$ cat src/rtl/fadd_arbiter.sv
// rtl/fadd_arbiter.sv - round-robin arbiter/sequencer sharing one fixed-latency float adder among NREQ requesters
module fadd_arbiter #(
  parameter int NREQ    = 4,
  parameter int ADD_LAT = 4,
  parameter int IDW     = 2
) (
  input  logic                 clk,
  input  logic                 rst,
  input  logic [NREQ-1:0]      req_valid,
  output logic [NREQ-1:0]      req_ready,
  input  logic [NREQ*32-1:0]   req_x,
  input  logic [NREQ*32-1:0]   req_y,
  output logic [31:0]          add_x,
  output logic [31:0]          add_y,
  input  logic [31:0]          add_z,
  input  logic [1:0]           add_ovf,
  output logic                 rsp_valid,
  input  logic                 rsp_ready,
  output logic [IDW-1:0]       rsp_id,
  output logic [31:0]          rsp_z,
  output logic [1:0]           rsp_ovf,
  output logic                 busy
);

  localparam int CW = $clog2(ADD_LAT + 1);

  typedef enum logic [1:0] {S_IDLE, S_WAIT, S_RESP} state_t;

  state_t         state_q, state_d;
  logic [IDW-1:0] ptr_q, ptr_d;
  logic [CW-1:0]  cnt_q, cnt_d;
  logic [31:0]    add_x_q, add_x_d, add_y_q, add_y_d;
  logic           rsp_valid_q, rsp_valid_d;
  logic [IDW-1:0] rsp_id_q, rsp_id_d;
  logic [31:0]    rsp_z_q, rsp_z_d;
  logic [1:0]     rsp_ovf_q, rsp_ovf_d;

  logic           found_hi, found_any;
  logic [IDW-1:0] idx_hi, idx_lo, gnt_idx;
  logic [31:0]    sel_x, sel_y;

  // Round-robin: lowest valid index at or above ptr wins, else lowest valid overall (wrap).
  always_comb begin
    found_hi  = 1'b0;
    found_any = 1'b0;
    idx_hi    = '0;
    idx_lo    = '0;
    for (int i = NREQ - 1; i >= 0; i--) begin
      if (req_valid[i]) begin
        found_any = 1'b1;
        idx_lo    = IDW'(i);
        if (IDW'(i) >= ptr_q) begin
          found_hi = 1'b1;
          idx_hi   = IDW'(i);
        end
      end
    end
    gnt_idx = found_hi ? idx_hi : idx_lo;
  end

  always_comb begin
    req_ready = '0;
    sel_x     = '0;
    sel_y     = '0;
    for (int i = 0; i < NREQ; i++) begin
      if (gnt_idx == IDW'(i)) begin
        req_ready[i] = (state_q == S_IDLE) && !rst && found_any;
        sel_x        = req_x[i*32 +: 32];
        sel_y        = req_y[i*32 +: 32];
      end
    end
  end

  always_comb begin
    state_d     = state_q;
    ptr_d       = ptr_q;
    cnt_d       = cnt_q;
    add_x_d     = add_x_q;
    add_y_d     = add_y_q;
    rsp_valid_d = rsp_valid_q;
    rsp_id_d    = rsp_id_q;
    rsp_z_d     = rsp_z_q;
    rsp_ovf_d   = rsp_ovf_q;
    case (state_q)
      S_IDLE: begin
        if (found_any) begin
          add_x_d  = sel_x;
          add_y_d  = sel_y;
          rsp_id_d = gnt_idx;
          ptr_d    = (gnt_idx == IDW'(NREQ - 1)) ? '0 : gnt_idx + IDW'(1);
          cnt_d    = CW'(ADD_LAT);
          state_d  = S_WAIT;
        end
      end
      S_WAIT: begin
        cnt_d = cnt_q - CW'(1);
        // Last WAIT cycle: adder output is valid for the held operands.
        if (cnt_q == CW'(1)) begin
          rsp_z_d     = add_z;
          rsp_ovf_d   = add_ovf;
          rsp_valid_d = 1'b1;
          state_d     = S_RESP;
        end
      end
      S_RESP: begin
        if (rsp_ready) begin
          rsp_valid_d = 1'b0;
          state_d     = S_IDLE;
        end
      end
      default: state_d = S_IDLE;
    endcase
  end

  always_ff @(posedge clk) begin
    if (rst) begin
      state_q     <= S_IDLE;
      ptr_q       <= '0;
      cnt_q       <= '0;
      add_x_q     <= '0;
      add_y_q     <= '0;
      rsp_valid_q <= 1'b0;
      rsp_id_q    <= '0;
      rsp_z_q     <= '0;
      rsp_ovf_q   <= '0;
    end else begin
      state_q     <= state_d;
      ptr_q       <= ptr_d;
      cnt_q       <= cnt_d;
      add_x_q     <= add_x_d;
      add_y_q     <= add_y_d;
      rsp_valid_q <= rsp_valid_d;
      rsp_id_q    <= rsp_id_d;
      rsp_z_q     <= rsp_z_d;
      rsp_ovf_q   <= rsp_ovf_d;
    end
  end

  assign add_x     = add_x_q;
  assign add_y     = add_y_q;
  assign rsp_valid = rsp_valid_q;
  assign rsp_id    = rsp_id_q;
  assign rsp_z     = rsp_z_q;
  assign rsp_ovf   = rsp_ovf_q;
  assign busy      = (state_q != S_IDLE);

endmodule

$ cat config.mk
export PLATFORM = sky130hd
export DESIGN_NAME = fadd_arbiter
export DESIGN_NICKNAME = d
export VERILOG_FILES = /design/src/rtl/fadd_arbiter.sv
export SDC_FILE = /design/constraint.sdc
export NUM_CORES = 1
export LEC_CHECK = 0
export ABC_AREA = 1
export ABC_CLOCK_PERIOD_IN_PS = 5100
export BUFFER_PORTS_ARGS = -buffer_cell sky130_fd_sc_hd__clkbuf_2
export CORE_AREA = 2 2 157 159
export CTS_CLUSTER_SIZE = 10
export DETAILED_ROUTE_END_ITERATION = 6
export DIE_AREA = 0 0 159 161
export SLEW_MARGIN = 0
export SYNTH_ARGS = -nofsm -noshare
export SYNTH_HDL_FRONTEND = slang
export SYNTH_SLANG_ARGS = --single-unit
$ cat constraint.sdc
create_clock -name clk -period 5.1 [get_ports clk]
set_input_delay 0.255 -clock clk [delete_from_list [all_inputs] [get_ports clk]]
set_output_delay 0.255 -clock clk [all_outputs]
set_load 0.02 [all_outputs]
# Word level (Yosys, flattened, before mapping)
# Cells that the tools add are included.
dict set report classes {
  n_addsub 2
  n_lt_le_gt_ge 4
  eq_ne 9
  mux 47
  reduce_logical 13
}
# op count
set ops {}
lappend ops {{32-bit 2-to-1 mux} 8}
lappend ops {{2-bit 2-to-1 mux} 17}
lappend ops {{1-bit 2-to-1 mux} 18}
lappend ops {{2-bit equality test (second input constant)} 3}
lappend ops {{2-bit inequality test (second input constant)} 3}
lappend ops {{2-bit one-hot mux with 3 select lines} 1}
lappend ops {{3-bit one-hot mux with 2 select lines} 1}
lappend ops {{2-bit AND reduction} 3}
lappend ops {{3-bit AND reduction} 2}
lappend ops {{2-bit nonzero test} 3}
lappend ops {{2-bit by 1-bit equality test with 1-bit output (second input constant)} 2}
lappend ops {{1-bit by 2-bit >= comparator with 1-bit output (first input constant)} 2}
lappend ops {{2-bit >= comparator (first input constant)} 2}
lappend ops {{2-bit zero test} 2}
lappend ops {{3-bit by 1-bit equality test with 1-bit output (second input constant)} 1}
lappend ops {{3-bit 2-to-1 mux} 1}
lappend ops {{3-bit by 1-bit subtractor with 3-bit output (second input constant)} 1}
lappend ops {{2-bit by 1-bit adder with 2-bit output (second input constant)} 1}
lappend ops {{1-bit logical AND} 2}
lappend ops {{1-bit one-hot mux with 2 select lines} 1}
lappend ops {{1-bit zero test} 1}
dict set report word_totals {
  register_bits 108
  inputBits 297
  out_inout_bits 106
  word_cells 84
}

# Logic depth before layout (Yosys ltp)
dict set report logic_depth {
  depth_word 15
  mapped_depth 15
  ltp_nobuf 13
}

# Worst setup path before layout
# OpenSTA, ideal clock, no wires.
dict set report synth_timing {
  path_kind {reg-to-output}
  from {register ptr_q[1]}
  to {output req_ready[3]}
  arrival_time_ps 1837
  required_ps 4845
  path_slack_ps 3008
  path_stages_with_launch 11
  path_cell_list {dfxtp_1 -> nand2_1 -> a21oi_1 -> inv_1 -> o21ai_0 -> inv_1 -> ha_1 -> inv_1 -> buf_2 -> clkbuf_1 -> nor2_1}
}
dict set report synth_between {
  elab_chain_len 12
  word_cells_on_any_way 23
  classes_between {order compare: 4; eq/ne: 1; mux: 18}
}
# item line_no
set synth_lines {}
lappend synth_lines {{from (decl)} 30} ;# logic [IDW-1:0] ptr_q, ptr_d;
lappend synth_lines {{from (signal assigned)} 128} ;# ptr_q <= ptr_d;
lappend synth_lines {{2-bit >= comparator} 52} ;# if (IDW'(i) >= ptr_q) begin
lappend synth_lines {{2-bit 2-to-1 mux or 1-bit 2-to-1 mux (tied branches)} 52}
lappend synth_lines {{2-bit 2-to-1 mux or 1-bit 2-to-1 mux (tied branches)} 49} ;# if (req_valid[i]) begin
lappend synth_lines {{2-bit 2-to-1 mux or 1-bit 2-to-1 mux (tied branches)} 52}
lappend synth_lines {{2-bit 2-to-1 mux or 1-bit 2-to-1 mux (tied branches)} 49}
lappend synth_lines {{2-bit 2-to-1 mux or 1-bit 2-to-1 mux (tied branches)} 52}
lappend synth_lines {{2-bit 2-to-1 mux or 1-bit 2-to-1 mux (tied branches)} 49}
lappend synth_lines {{2-bit 2-to-1 mux or 1-bit 2-to-1 mux (tied branches)} 52}
lappend synth_lines {{2-bit 2-to-1 mux or 1-bit 2-to-1 mux (tied branches)} 49}
lappend synth_lines {{2-bit 2-to-1 mux *} 58} ;# gnt_idx = found_hi ? idx_hi : idx_lo;
lappend synth_lines {{named net gnt_idx[1]} 39} ;# logic [IDW-1:0] idx_hi, idx_lo, gnt_idx;
lappend synth_lines {{2-bit equality test *} 66} ;# if (gnt_idx == IDW'(i)) begin
lappend synth_lines {{1-bit 2-to-1 mux *} 66}
lappend synth_lines {{to (decl)} 10} ;# output logic [NREQ-1:0] req_ready,
# The timed path passes the listed nets; every way through them passes the cells marked *.

# Worst setup path after layout
# Same ends and word-level chain as after synthesis.

==> flow_summary_export.csv <==
group,metric,value,unit
worst_setup_path,criticalPathCategory,"reg -> out",
grt,grt_remaining_overflow,0,
routing,wl_per_cell,18.3,um
worst_setup_path,end_kind,"primary output",
place,gp_congestion,0.957,
grt,antenna_found_initial,1,
power,p_leak,0.00395,uW
sta,tightest_slew,1.02,ns
logic_synthesis,synth_area,5870,sq um
clocking,insertion_delay,0.35,ns
final_layout,final_nets,1476,
worst_setup_path,crit_arrival,3.32,ns
clocking,cts.sinks,108,
logic_synthesis,syn_avg_cell_area,7.09,sq um
power,p_seq_share,33.9,%
place,hpwl,19.5,mm
grt,grt_max_degree,87,
floorplanning,rows,57,
logic_synthesis,yosysWarnings,0,
clocking,cts_max_path_buffers,2,
final_layout,fillers,2682,
floorplanning,die_h,161,um
routing,wl_met3,1.73,mm
clocking,clk_pin_slew_worst_paths,0.08,ns
final_layout,drive_gt1_share,39.7,%
final_layout,mostFrequentLayoutCells,"clkbuf_2, a21oi_1, o21ai_0, dfxtp_1, nand3_1",
clocking,htreeDepth,3,
routing,vias,7344,
floorplanning,fp.dieW,159,um
routing,top_layer_used,"met4",
grt,grt_pass1_vias,7163,
grt,grt_use_total,20.8,%
clocking,cts_buffers,9,
power,pwr-share-clk,25.1,%
power,irDropWorstVdd,0.209,mV
power,p_per_area,363,nW/um^2
job,maxCapViolCount,0,
routing,drc,0,
floorplanning,design.die.area,25600,sq um
clocking,cts_resized,0,
grt,grt_pass1_wl,41.6,mm
sta,finalHoldViolCount,0,
sta,min_period,3.58,ns
sta,finalSetupViolCount,0,
logic_synthesis,ys_ff_latch,108,
routing,drt-initial-drc-count,554,
clocking,hold_buffers,0,
worst_setup_path,required,4.85,ns
hold_path,hp-class,"in -> reg",
clocking,cts_root_buffer,"clkbuf_16",
power,power_frac_comb,41.0,%
final_layout,seq_area,2160,sq um
final_layout,fin_util,34.6,%
sta,max_freq,279,MHz
sta,finalCritPeriodShare,70.2,%
power,internal_power,1790,uW
final_layout,syn_to_final_growth,41.4,%
worst_setup_path,cp_max_fo,65,
floorplanning,core_area,24000,sq um
routing,wl_met2,13.5,mm
place,io_buffers,402,
logic_synthesis,synth_nets,1131,
final_layout,multi_input_area,3240,sq um
run_status,status,"complete, no violations",
sta,max-slew-margin-rel,31.9,%
logic_synthesis,ys_types,28,
power,power.switching,1220,uW
clocking,post_cts_buffers,0,
final_layout,final_common_cell,"clkbuf_2",
sta,fin_tns_setup,0,ns
worst_setup_path,start_kind,"flip-flop",
routing,avgViaCountPerCell,4.89,
logic_synthesis,syn_inst,828,
floorplanning,start_util,24.5,%
routing,wl_met1,11.6,mm
power,swShare,40.6,%
sta,clock_skew,0.00992,ns
routing,drt_wl_total,27.5,mm
logic_synthesis,ys_seq_area_share,36.9,%
place,dpl.cell_count,1486,
routing,drt_first_pass_iters,5,
sta,rsz0062_at_grt,"false",
sta,slew_viol_final,0,
final_layout,final_cells,1502,
routing,drtAntennaViolNets,0,
clocking,cts_tree,"yes",
power,p_total,3010,uW
floorplanning,io_pins,403,
[cell families after synthesis]
group                      synth area share [%]
and+or+nand+nor                            19.2
buffers and inverters                      8.27
AOI/OAI and AO/OA                          34.4
adders and majority gates                  1.28
DFF                                        36.9
[stage by stage]
| stage | hold slack, ns | cell area, sq um | setup slack [ns] |
|---|---|---|---|
| 2_1_floorplan | 0.324 | 5870 | 3.01 |
| 4_1_cts | 0.117 | 8290 | 1.43 |
| 5_1_grt | 0.134 | 8290 | 1.16 |
| 3_3_place_gp | 0.461 | 7990 | 1.68 |
| 3_5_place_dp | 0.470 | 7990 | 1.65 |
| 6_report | 0.139 | 8300 | 1.52 |
[state kept, by name, indices dropped and copies added, names as in the netlist]
name,count
rsp_z,32
rsp_ovf,2
add_y,32
ptr_q,2
cnt_q,3
rsp_id,2
state_q,2
add_x,32
rsp_valid,1
[per-layer routing]
metal	up-vias	global-route usage [%]
met5	-	0
met4	0	6.49
met3	42	4.39
met2	342	36.9
met1	3362	25.2
li1	3598	-
[cell usage after synthesis (all sizes together)]
library cell,n,share of area (%)
clkbuf,33,2.1
ha,6,1.3
o21a,1,0.13
a21oi,166,15
buf,47,4.8
o21ai,136,12
nor2,83,5.8
nor3,1,0.085
inv,19,1.3
dfxtp,108,37
a31oi,1,0.11
nand3,96,8.3
a21o,16,2.0
o211ai,40,5.1
clkinv,1,0.064
nand2,74,4.9
[power by group through the flow]
stage	Combinational [uW]	Clock (uW)	Sequential, uW
final	1230	756	1020
after global routing	1360	812	1030
after CTS	1250	782	1020
after detailed placement	1250	0	1040
after global placement	1240	0	1040
after floorplan	661	0	1160
[worst max-delay path: stages (launching register included)]
cell,delay (ns)
dfxtp_1,0.38
nor2_1,0.08
a21oi_1,0.20
o21ai_0,0.23
inv_1,0.17
ha_4,0.77
inv_2,0.66
nor2_1,0.26
clkbuf_2,0.19
[final timing paths]
check | slack [ns] | to | depth (start not counted) | start
worst max-delay path | 1.52 | req_ready[3] | 8 | ptr_q[1]$_SDFFE_PP0P_
worst max register to register | 1.69 | add_x[29]$_SDFFE_PP0P_ | 11 | ptr_q[1]$_SDFFE_PP0P_
worst min-delay path | 0.14 | state_q[1]$_SDFFE_PP0P_ | 2 | rst
worst min register to register | 0.48 | ptr_q[0]$_SDFFE_PP0P_ | 2 | ptr_q[0]$_SDFFE_PP0P_
[area by class of cell]
type | instances | share of cell area (%)
diodes | 1 | 0.0302
clock buffers | 10 | 2.88
clock inverters | 5 | 0.845
inverters | 20 | 0.950
multi-input cells | 620 | 39.0
flip-flops and latches | 108 | 26.1
well taps | 324 | 4.89
repair buffers | 414 | 25.3
No activity file was read; power rests on OpenSTA's default activity.
